File: src/rtl/pc_fetch_pkg.sv
// Shared widths, reset polarity, fetch FSM encoding and PC step helper.
package pc_fetch_pkg;

  localparam int INST_ADDR_W = 32;
  localparam int INST_W      = 32;

  // Reset is active-low: rst == RST_ENABLE_N means "in reset".
  localparam logic RST_ENABLE_N = 1'b0;

  localparam logic [INST_ADDR_W-1:0] PC_STEP = 32'd4;

  typedef enum logic [1:0] {
    ST_IDLE = 2'b00,
    ST_REQ  = 2'b01,
    ST_HOLD = 2'b10,
    ST_DROP = 2'b11
  } fetch_state_e;

  // Sequential successor; the addition wraps naturally at 2^32.
  function automatic logic [INST_ADDR_W-1:0] seq_pc(input logic [INST_ADDR_W-1:0] pc);
    return pc + PC_STEP;
  endfunction

endpackage

File: src/rtl/pc_fetch.sv
// Program counter and instruction fetch front end.
//
// state | meaning
// ------+--------------------------------------------------------------
// IDLE  | one dead cycle after reset before the first request
// REQ   | request outstanding at pc; hand-off on ack unless IF/ID stalled
// HOLD  | word received while IF/ID stalled; buffered until release
// DROP  | flushed while a request was unacked; wait for ack, discard word
module pc_fetch
  import pc_fetch_pkg::*;
#(
  parameter logic [INST_ADDR_W-1:0] RESET_PC = 32'h0000_0000
) (
  input  logic                   clk,
  input  logic                   rst,
  input  logic [5:0]             stall,
  input  logic                   flush,
  input  logic [INST_ADDR_W-1:0] new_pc,
  input  logic                   branch_flag_i,
  input  logic [INST_ADDR_W-1:0] branch_target_address_i,
  output logic                   ibus_req_o,
  output logic [INST_ADDR_W-1:0] ibus_addr_o,
  input  logic                   ibus_ack_i,
  input  logic [INST_W-1:0]      ibus_data_i,
  output logic [INST_ADDR_W-1:0] pc_o,
  output logic [INST_W-1:0]      inst_o,
  output logic                   inst_valid_o,
  output logic                   stallreq_o
);

  fetch_state_e           state_q, state_d;
  logic [INST_ADDR_W-1:0] pc_q, pc_d;
  logic [INST_ADDR_W-1:0] drop_addr_q, drop_addr_d;
  logic [INST_W-1:0]      buf_q, buf_d;
  logic [INST_ADDR_W-1:0] pc_out_q, pc_out_d;
  logic [INST_W-1:0]      inst_q, inst_d;
  logic                   valid_q, valid_d;
  logic                   br_pend_q, br_pend_d;
  logic [INST_ADDR_W-1:0] br_tgt_q, br_tgt_d;

  logic                   handoff;
  logic [INST_W-1:0]      hand_inst;
  logic                   eff_br_pend;
  logic [INST_ADDR_W-1:0] eff_br_tgt;

  // Only the PC-freeze and IF/ID-freeze bits matter to fetch.
  logic unused_stall;
  assign unused_stall = ^stall[5:2];

  // A branch resolved this very cycle must steer the advance that ends the delay slot.
  assign eff_br_pend = br_pend_q | branch_flag_i;
  assign eff_br_tgt  = branch_flag_i ? branch_target_address_i : br_tgt_q;

  // Bus side: DROP keeps presenting the stale address so the bus transaction completes.
  assign ibus_req_o  = (state_q == ST_REQ) || (state_q == ST_DROP);
  assign ibus_addr_o = (state_q == ST_DROP) ? drop_addr_q : pc_q;
  assign stallreq_o  = ibus_req_o & ~ibus_ack_i;

  assign pc_o         = pc_out_q;
  assign inst_o       = inst_q;
  assign inst_valid_o = valid_q;

  // Next-state, hand-off and next-PC selection.
  always_comb begin
    state_d     = state_q;
    pc_d        = pc_q;
    drop_addr_d = drop_addr_q;
    buf_d       = buf_q;
    pc_out_d    = pc_out_q;
    inst_d      = inst_q;
    valid_d     = 1'b0;
    br_pend_d   = br_pend_q;
    br_tgt_d    = br_tgt_q;
    handoff     = 1'b0;
    hand_inst   = '0;

    if (branch_flag_i) begin
      br_pend_d = 1'b1;
      br_tgt_d  = branch_target_address_i;
    end

    unique case (state_q)
      ST_IDLE: state_d = ST_REQ;
      ST_REQ: begin
        if (ibus_ack_i) begin
          if (!stall[1]) begin
            handoff   = 1'b1;
            hand_inst = ibus_data_i;
          end else begin
            buf_d   = ibus_data_i;
            state_d = ST_HOLD;
          end
        end
      end
      ST_HOLD: begin
        if (!stall[1]) begin
          handoff   = 1'b1;
          hand_inst = buf_q;
          state_d   = ST_REQ;
        end
      end
      ST_DROP: begin
        if (ibus_ack_i) state_d = ST_REQ;
      end
      default: state_d = ST_IDLE;
    endcase

    if (flush) begin
      // Redirect wins over stall and any pending branch; nothing is handed off.
      pc_d      = new_pc;
      br_pend_d = 1'b0;
      if (state_q == ST_REQ && !ibus_ack_i) begin
        drop_addr_d = pc_q;
        state_d     = ST_DROP;
      end else if (state_q == ST_DROP && !ibus_ack_i) begin
        state_d = ST_DROP;
      end else begin
        state_d = ST_REQ;
      end
    end else if (handoff) begin
      valid_d  = 1'b1;
      pc_out_d = pc_q;
      inst_d   = hand_inst;
      if (!stall[0]) begin
        pc_d      = eff_br_pend ? eff_br_tgt : seq_pc(pc_q);
        br_pend_d = 1'b0;
      end
    end
  end

  // State and datapath registers with synchronous active-low reset.
  always_ff @(posedge clk) begin
    if (rst == RST_ENABLE_N) begin
      state_q     <= ST_IDLE;
      pc_q        <= RESET_PC;
      drop_addr_q <= RESET_PC;
      buf_q       <= '0;
      pc_out_q    <= '0;
      inst_q      <= '0;
      valid_q     <= 1'b0;
      br_pend_q   <= 1'b0;
      br_tgt_q    <= '0;
    end else begin
      state_q     <= state_d;
      pc_q        <= pc_d;
      drop_addr_q <= drop_addr_d;
      buf_q       <= buf_d;
      pc_out_q    <= pc_out_d;
      inst_q      <= inst_d;
      valid_q     <= valid_d;
      br_pend_q   <= br_pend_d;
      br_tgt_q    <= br_tgt_d;
    end
  end

endmodule

File: config.mk
export PLATFORM = sky130hd
export DESIGN_NAME = pc_fetch
export DESIGN_NICKNAME = d
export VERILOG_FILES = /design/src/rtl/pc_fetch_pkg.sv /design/src/rtl/pc_fetch.sv
export SDC_FILE = /design/constraint.sdc
export NUM_CORES = 1
export LEC_CHECK = 0
export CELL_PAD_IN_SITES_DETAIL_PLACEMENT = 1
export CELL_PAD_IN_SITES_GLOBAL_PLACEMENT = 1
export CORE_MARGIN = 2
export CORE_UTILIZATION = 40
export DETAILED_ROUTE_END_ITERATION = 8
export PLACE_DENSITY_LB_ADDON = 0.2
export SETUP_SLACK_MARGIN = 0.02
export SLEW_MARGIN = 15
export SYNTH_ARGS = -nofsm -noshare
export SYNTH_HDL_FRONTEND = slang
export SYNTH_SLANG_ARGS = --single-unit
export TNS_END_PERCENT = 20
File: constraint.sdc
create_clock -name clk -period 6.2 [get_ports clk]
set_clock_uncertainty 0.05 [all_clocks]
set_input_delay 0.93 -clock clk [delete_from_list [all_inputs] [get_ports clk]]
set_output_delay 0.93 -clock clk [all_outputs]
set_load 0.05 [all_outputs]
# After elaboration in Yosys (flattened, before gate mapping)

Index checks and enable logic that the tools add are counted.

Flip-flop bits (word level): 196
Input port bits: 107
Output and inout bits: 99
Logic and storage cells: 60

$add $sub $neg: 1
Equality and inequality tests: 8
Muxes and demuxes: 25
Bitwise logic cells: 5
Reduce and logical (&&, ||, !) cells: 12

Operators by type and width:

| kind                    | number |
|---|---|
| $mux W32                | 9 |
| $pmux W32 S2            | 1 |
| $add A32 B3 Y32 const B | 1 |
| $mux W2                 | 7 |
| $ne A3 B3 Y1 const B    | 4 |
| $pmux W2 S4             | 1 |
| $mux W1                 | 6 |
| $reduce_and A2 Y1       | 3 |
| $eq A2 B2 Y1 const B    | 2 |
| $reduce_and A4 Y1       | 1 |
| $not A1 Y1              | 3 |
| $reduce_and A3 Y1       | 1 |
| $eq A2 B1 Y1 const B    | 1 |
| $logic_and A1 B1 Y1     | 2 |
| $logic_not A2 Y1        | 1 |
| $ne A2 B1 Y1 const B    | 1 |
| $pmux W1 S2             | 1 |
| $reduce_bool A2 Y1      | 1 |
| $reduce_or A2 Y1        | 1 |
| $and A1 B1 Y1           | 1 |
| $logic_not A1 Y1        | 1 |
| $logic_or A1 B1 Y1      | 1 |
| $or A1 B1 Y1            | 1 |

# Longest topological paths before layout

Depth after elaboration: 5
Depth in mapped cells: 10
Gate-level depth less buffers: 7

# Worst setup path before layout

Ideal clock, no wire load.

Kind: register to output
Start: register state_q[0]
End: output port ibus_addr_o[25]
Data arrival time: 2026 ps
Required time: 5220 ps
Path slack: 3194 ps
Stages on the path, launching flop included: 5
Buffers on the path: 2
Cell sequence: dfxtp_1 -> ha_1 -> clkbuf_1 -> clkbuf_1 -> o21ai_0

Word-level cells in the longest chain between the ends: 2

Ends and longest elaborated chain:

| element                | RTL line        | source |
|---|---|---|
| start, declared        | pc_fetch.sv:31  | `fetch_state_e state_q, state_d;` |
| start signal, assigned | pc_fetch.sv:144 | `state_q <= state_d;` |
| $eq A2 B2 Y1           | pc_fetch.sv:56  | `assign ibus_addr_o = (state_q == ST_DROP) ? drop_addr_q : pc_q;` |
| $mux W32               | pc_fetch.sv:56  |  |
| end, declared          | pc_fetch.sv:22  | `output logic [INST_ADDR_W-1:0] ibus_addr_o,` |

No other way between the ends.

# Worst setup path in the final report

Start: register state_q[1]
End: output port stallreq_o

Word-level cells in the longest chain between the ends: 3
Elaborated cells between the ends (all ways): 4
Those cells by class: eq/ne: 2; bitwise: 1; reduce/logical: 1

Ends and longest elaborated chain:

| element                                             | RTL line       | source |
|---|---|---|
| $eq A2 B1 Y1 / $eq A2 B2 Y1 (equally long branches) | pc_fetch.sv:55 | `assign ibus_req_o = (state_q == ST_REQ) \|\| (state_q == ST_DROP);` |
| $logic_or A1 B1 Y1 *                                | pc_fetch.sv:55 |  |
| $and A1 B1 Y1 *                                     | pc_fetch.sv:57 | `assign stallreq_o = ibus_req_o & ~ibus_ack_i;` |
| end, declared                                       | pc_fetch.sv:28 | `output logic stallreq_o` |

Mark *: on every way between the ends. The rest lies on a longest branch, timed or not.

==> metrics <==
Worst-path clk slew 0.07 ns; area leader, netlist dfxtp_1; crit-path max cell delay 0.84 ns; part of the cycle the worst path needs 62.1%; CTS root buf clkbuf_16; syn nets 1217; worst-path fanout max 28; Cells after Synth 1106; Pleak 4.13 nW; Area growth syn-to-layout 28.3%; CP max stage cell clkdlybuf4s50_1; worst vdd ir 0.154 mV; Yosys reg bits 196; Hold Slack 0.407 ns; initial antenna violation count 1; PnR Total Power 2.92 mW; clock buffer count from CTS 17; Routed Antenna Nets 0; CP Depth 5; Hold Path Depth 2; final hold viol count 0; endpoints failing setup 0; Final TNS setup 0 ns; H-Tree Depth 4; Top Family by Delay on Critical Path buffers and inverters; # fillers 2682; final-report max-slew violation count 0; Mapped Avg Cell Area 8.20 um2; Total GRT Usage 24.9%; CTS tree built; Max-slew headroom 24.4%; CP arrival 2.87 ns; vias post-DR 8518; clk buf depth 2; Die Width 155 um; vias in the first global route 8547; grt total ovfl 0; hpwl dp 19.8 mm; Setup crit end kind output pin; die height 155 um; Starting Density 40.4%; final wirelength 29.3 mm; outcome completed; DR WL/cell 19.2 um; IO Pins 206; Post-synth EDFFs 0; # clock sinks 196; Synth top cells by count nand2_1, dfxtp_1, a21oi_1, nor2_1, clkbuf_1; CP Launch Type flop; Synth Cell Area 0.00907 mm2; P per Cell Area 251 mW/mm2; Iter 0 DRT Violations 520; postcts setup bufs 0; Synth top area share 43.3%; Crit Path Class flop to output pin; Skew-Pair Late Insertion Delay 0.44 ns; CP Buf/Inv Count 2; first-pass GRT wire length 47.4 mm; Port Buffers 201; pin count of the biggest net entering global routing 69; Req. time, crit path 5.22 ns; post-synthesis sequential area ratio 43.3%; CP Cell Sequence ha_1 > buf_4 > or2_2 > and2_1 > clkdlybuf4s50_1; r2r worst-path depth 6; YS warnings 0; RSZ-0062 raised after global routing no; Fmax achieved 260 MHz; DRC viols 0; Nets 1343; # hold bufs at CTS 0; leading post-synthesis cells by cell area dfxtp_1, nand2_1, a21oi_1; 1st-pass router iterations 5; ys flop type dfxtp_1; final worst path period need 3.85 ns; DIE AREA 0.0239 mm2; Min-Delay Path Class flop to flop; Final GP Congestion 0.867; Via density 5.56; Max Cap Violations 0; asr flop ratio synth 0%; layout cell share with drive strength beyond 1 9.40%; core region area 0.0224 mm2; CTS resizes 0; Slew @ Worst Pin 1.13 ns; cell row count 55; most numerous cell in the Yosys netlist nand2_1; Synth cell types 66
layout make-up:
class | instances | area [um2] | share of cell area [%]
Tap cell | 285 | 357 | 3.07
Clock inverter | 14 | 143 | 1.23
Inverter | 7 | 28.8 | 0.247
Clock buffer | 18 | 429 | 3.69
Sequential cell | 196 | 3920 | 33.7
Antenna cell | 1 | 2.50 | 0.0215
Multi-Input combinational cell | 796 | 4650 | 40.0
Timing Repair Buffer | 214 | 2100 | 18.0
layout by cell type (no fill, tap or decap), types with 5 or more instances in the layout:
cell type / count
a211oi_1: 18
a21oi_1: 127
a221oi_1: 12
a221oi_2: 20
and3_1: 13
buf_4: 13
clkbuf_16: 17
clkdlybuf4s50_1: 199
dfxtp_1: 196
inv_1: 6
mux2_2: 32
mux2i_1: 38
nand2_1: 230
nand3_1: 13
nand4_1: 13
nor2_1: 89
nor3_1: 42
nor4_1: 5
o211ai_1: 7
o21ai_0: 46
o22ai_1: 15
xnor2_1: 5
logic make-up (layout without fill, tap and decap cells):
kind of cell,Yosys count,count (layout),share of synthesized area [%]
and+or+nand+nor,430,430,20.8
AOI/OAI and AO/OA,284,284,20.9
DFF,196,196,43.3
buffers and inverters,114,253,5.52
muxes,70,70,8.17
xor gates and xnor gates,8,8,0.773
adders and majority gates,4,4,0.552
other,0,1,0
final timing paths:
kind | start | to | slack (ns)
worst max-delay path | state_q[1]$_SDFFE_PN0P_ | stallreq_o | 2.35
worst min-delay path | drop_addr_q[21]$_SDFFE_PN0P_ | drop_addr_q[21]$_SDFFE_PN0P_ | 0.41
worst max register to register | state_q[1]$_SDFFE_PN0P_ | inst_o[27]$_SDFFE_PN0P_ | 2.67
worst min register to register | drop_addr_q[21]$_SDFFE_PN0P_ | drop_addr_q[21]$_SDFFE_PN0P_ | 0.41
worst min-delay path: stages (launching register included):
cell and delay, ns:
dfxtp_1 0.31, nand2_1 0.05, a21oi_1 0.05
through the flow:
stage	instance area, um2	std cells	utilization [%]	worst slack [ns]
after detailed placement	11100	1498	49.3	2.39
after CTS	11600	1530	51.8	2.32
final	11600	1531	51.9	2.35
after global placement	11100	1498	49.3	2.40
after global routing	11600	1531	51.9	2.16
after floorplan	9070	1106	-	3.19
where the power goes:
group	total [mW]	switching (mW)	internal [mW]
Sequential	1.36	0.0560	1.31
Combinational	0.467	0.282	0.185
Clock	1.09	0.557	0.536
Total	2.92	0.895	2.03
flip-flops by register name, summed over array words and instances, names as in the netlist:
name          count
br_tgt_q         32
inst_valid_o      1
inst_o           32
buf_q            32
br_pend_q         1
pc_q             32
drop_addr_q      32
pc_o             32
state_q           2
layer usage:
| layer | share of wire (%) | vias up | GRT usage, % |
|---|---|---|---|
| li1 | - | 4144 | - |
| met1 | 49 | 4142 | 35.5 |
| met2 | 46 | 195 | 38.6 |
| met3 | 3.4 | 37 | 3.64 |
| met4 | 2.0 | 0 | 8.20 |
| met5 | 0 | - | 0 |
No activity file was read; power rests on OpenSTA's default activity.
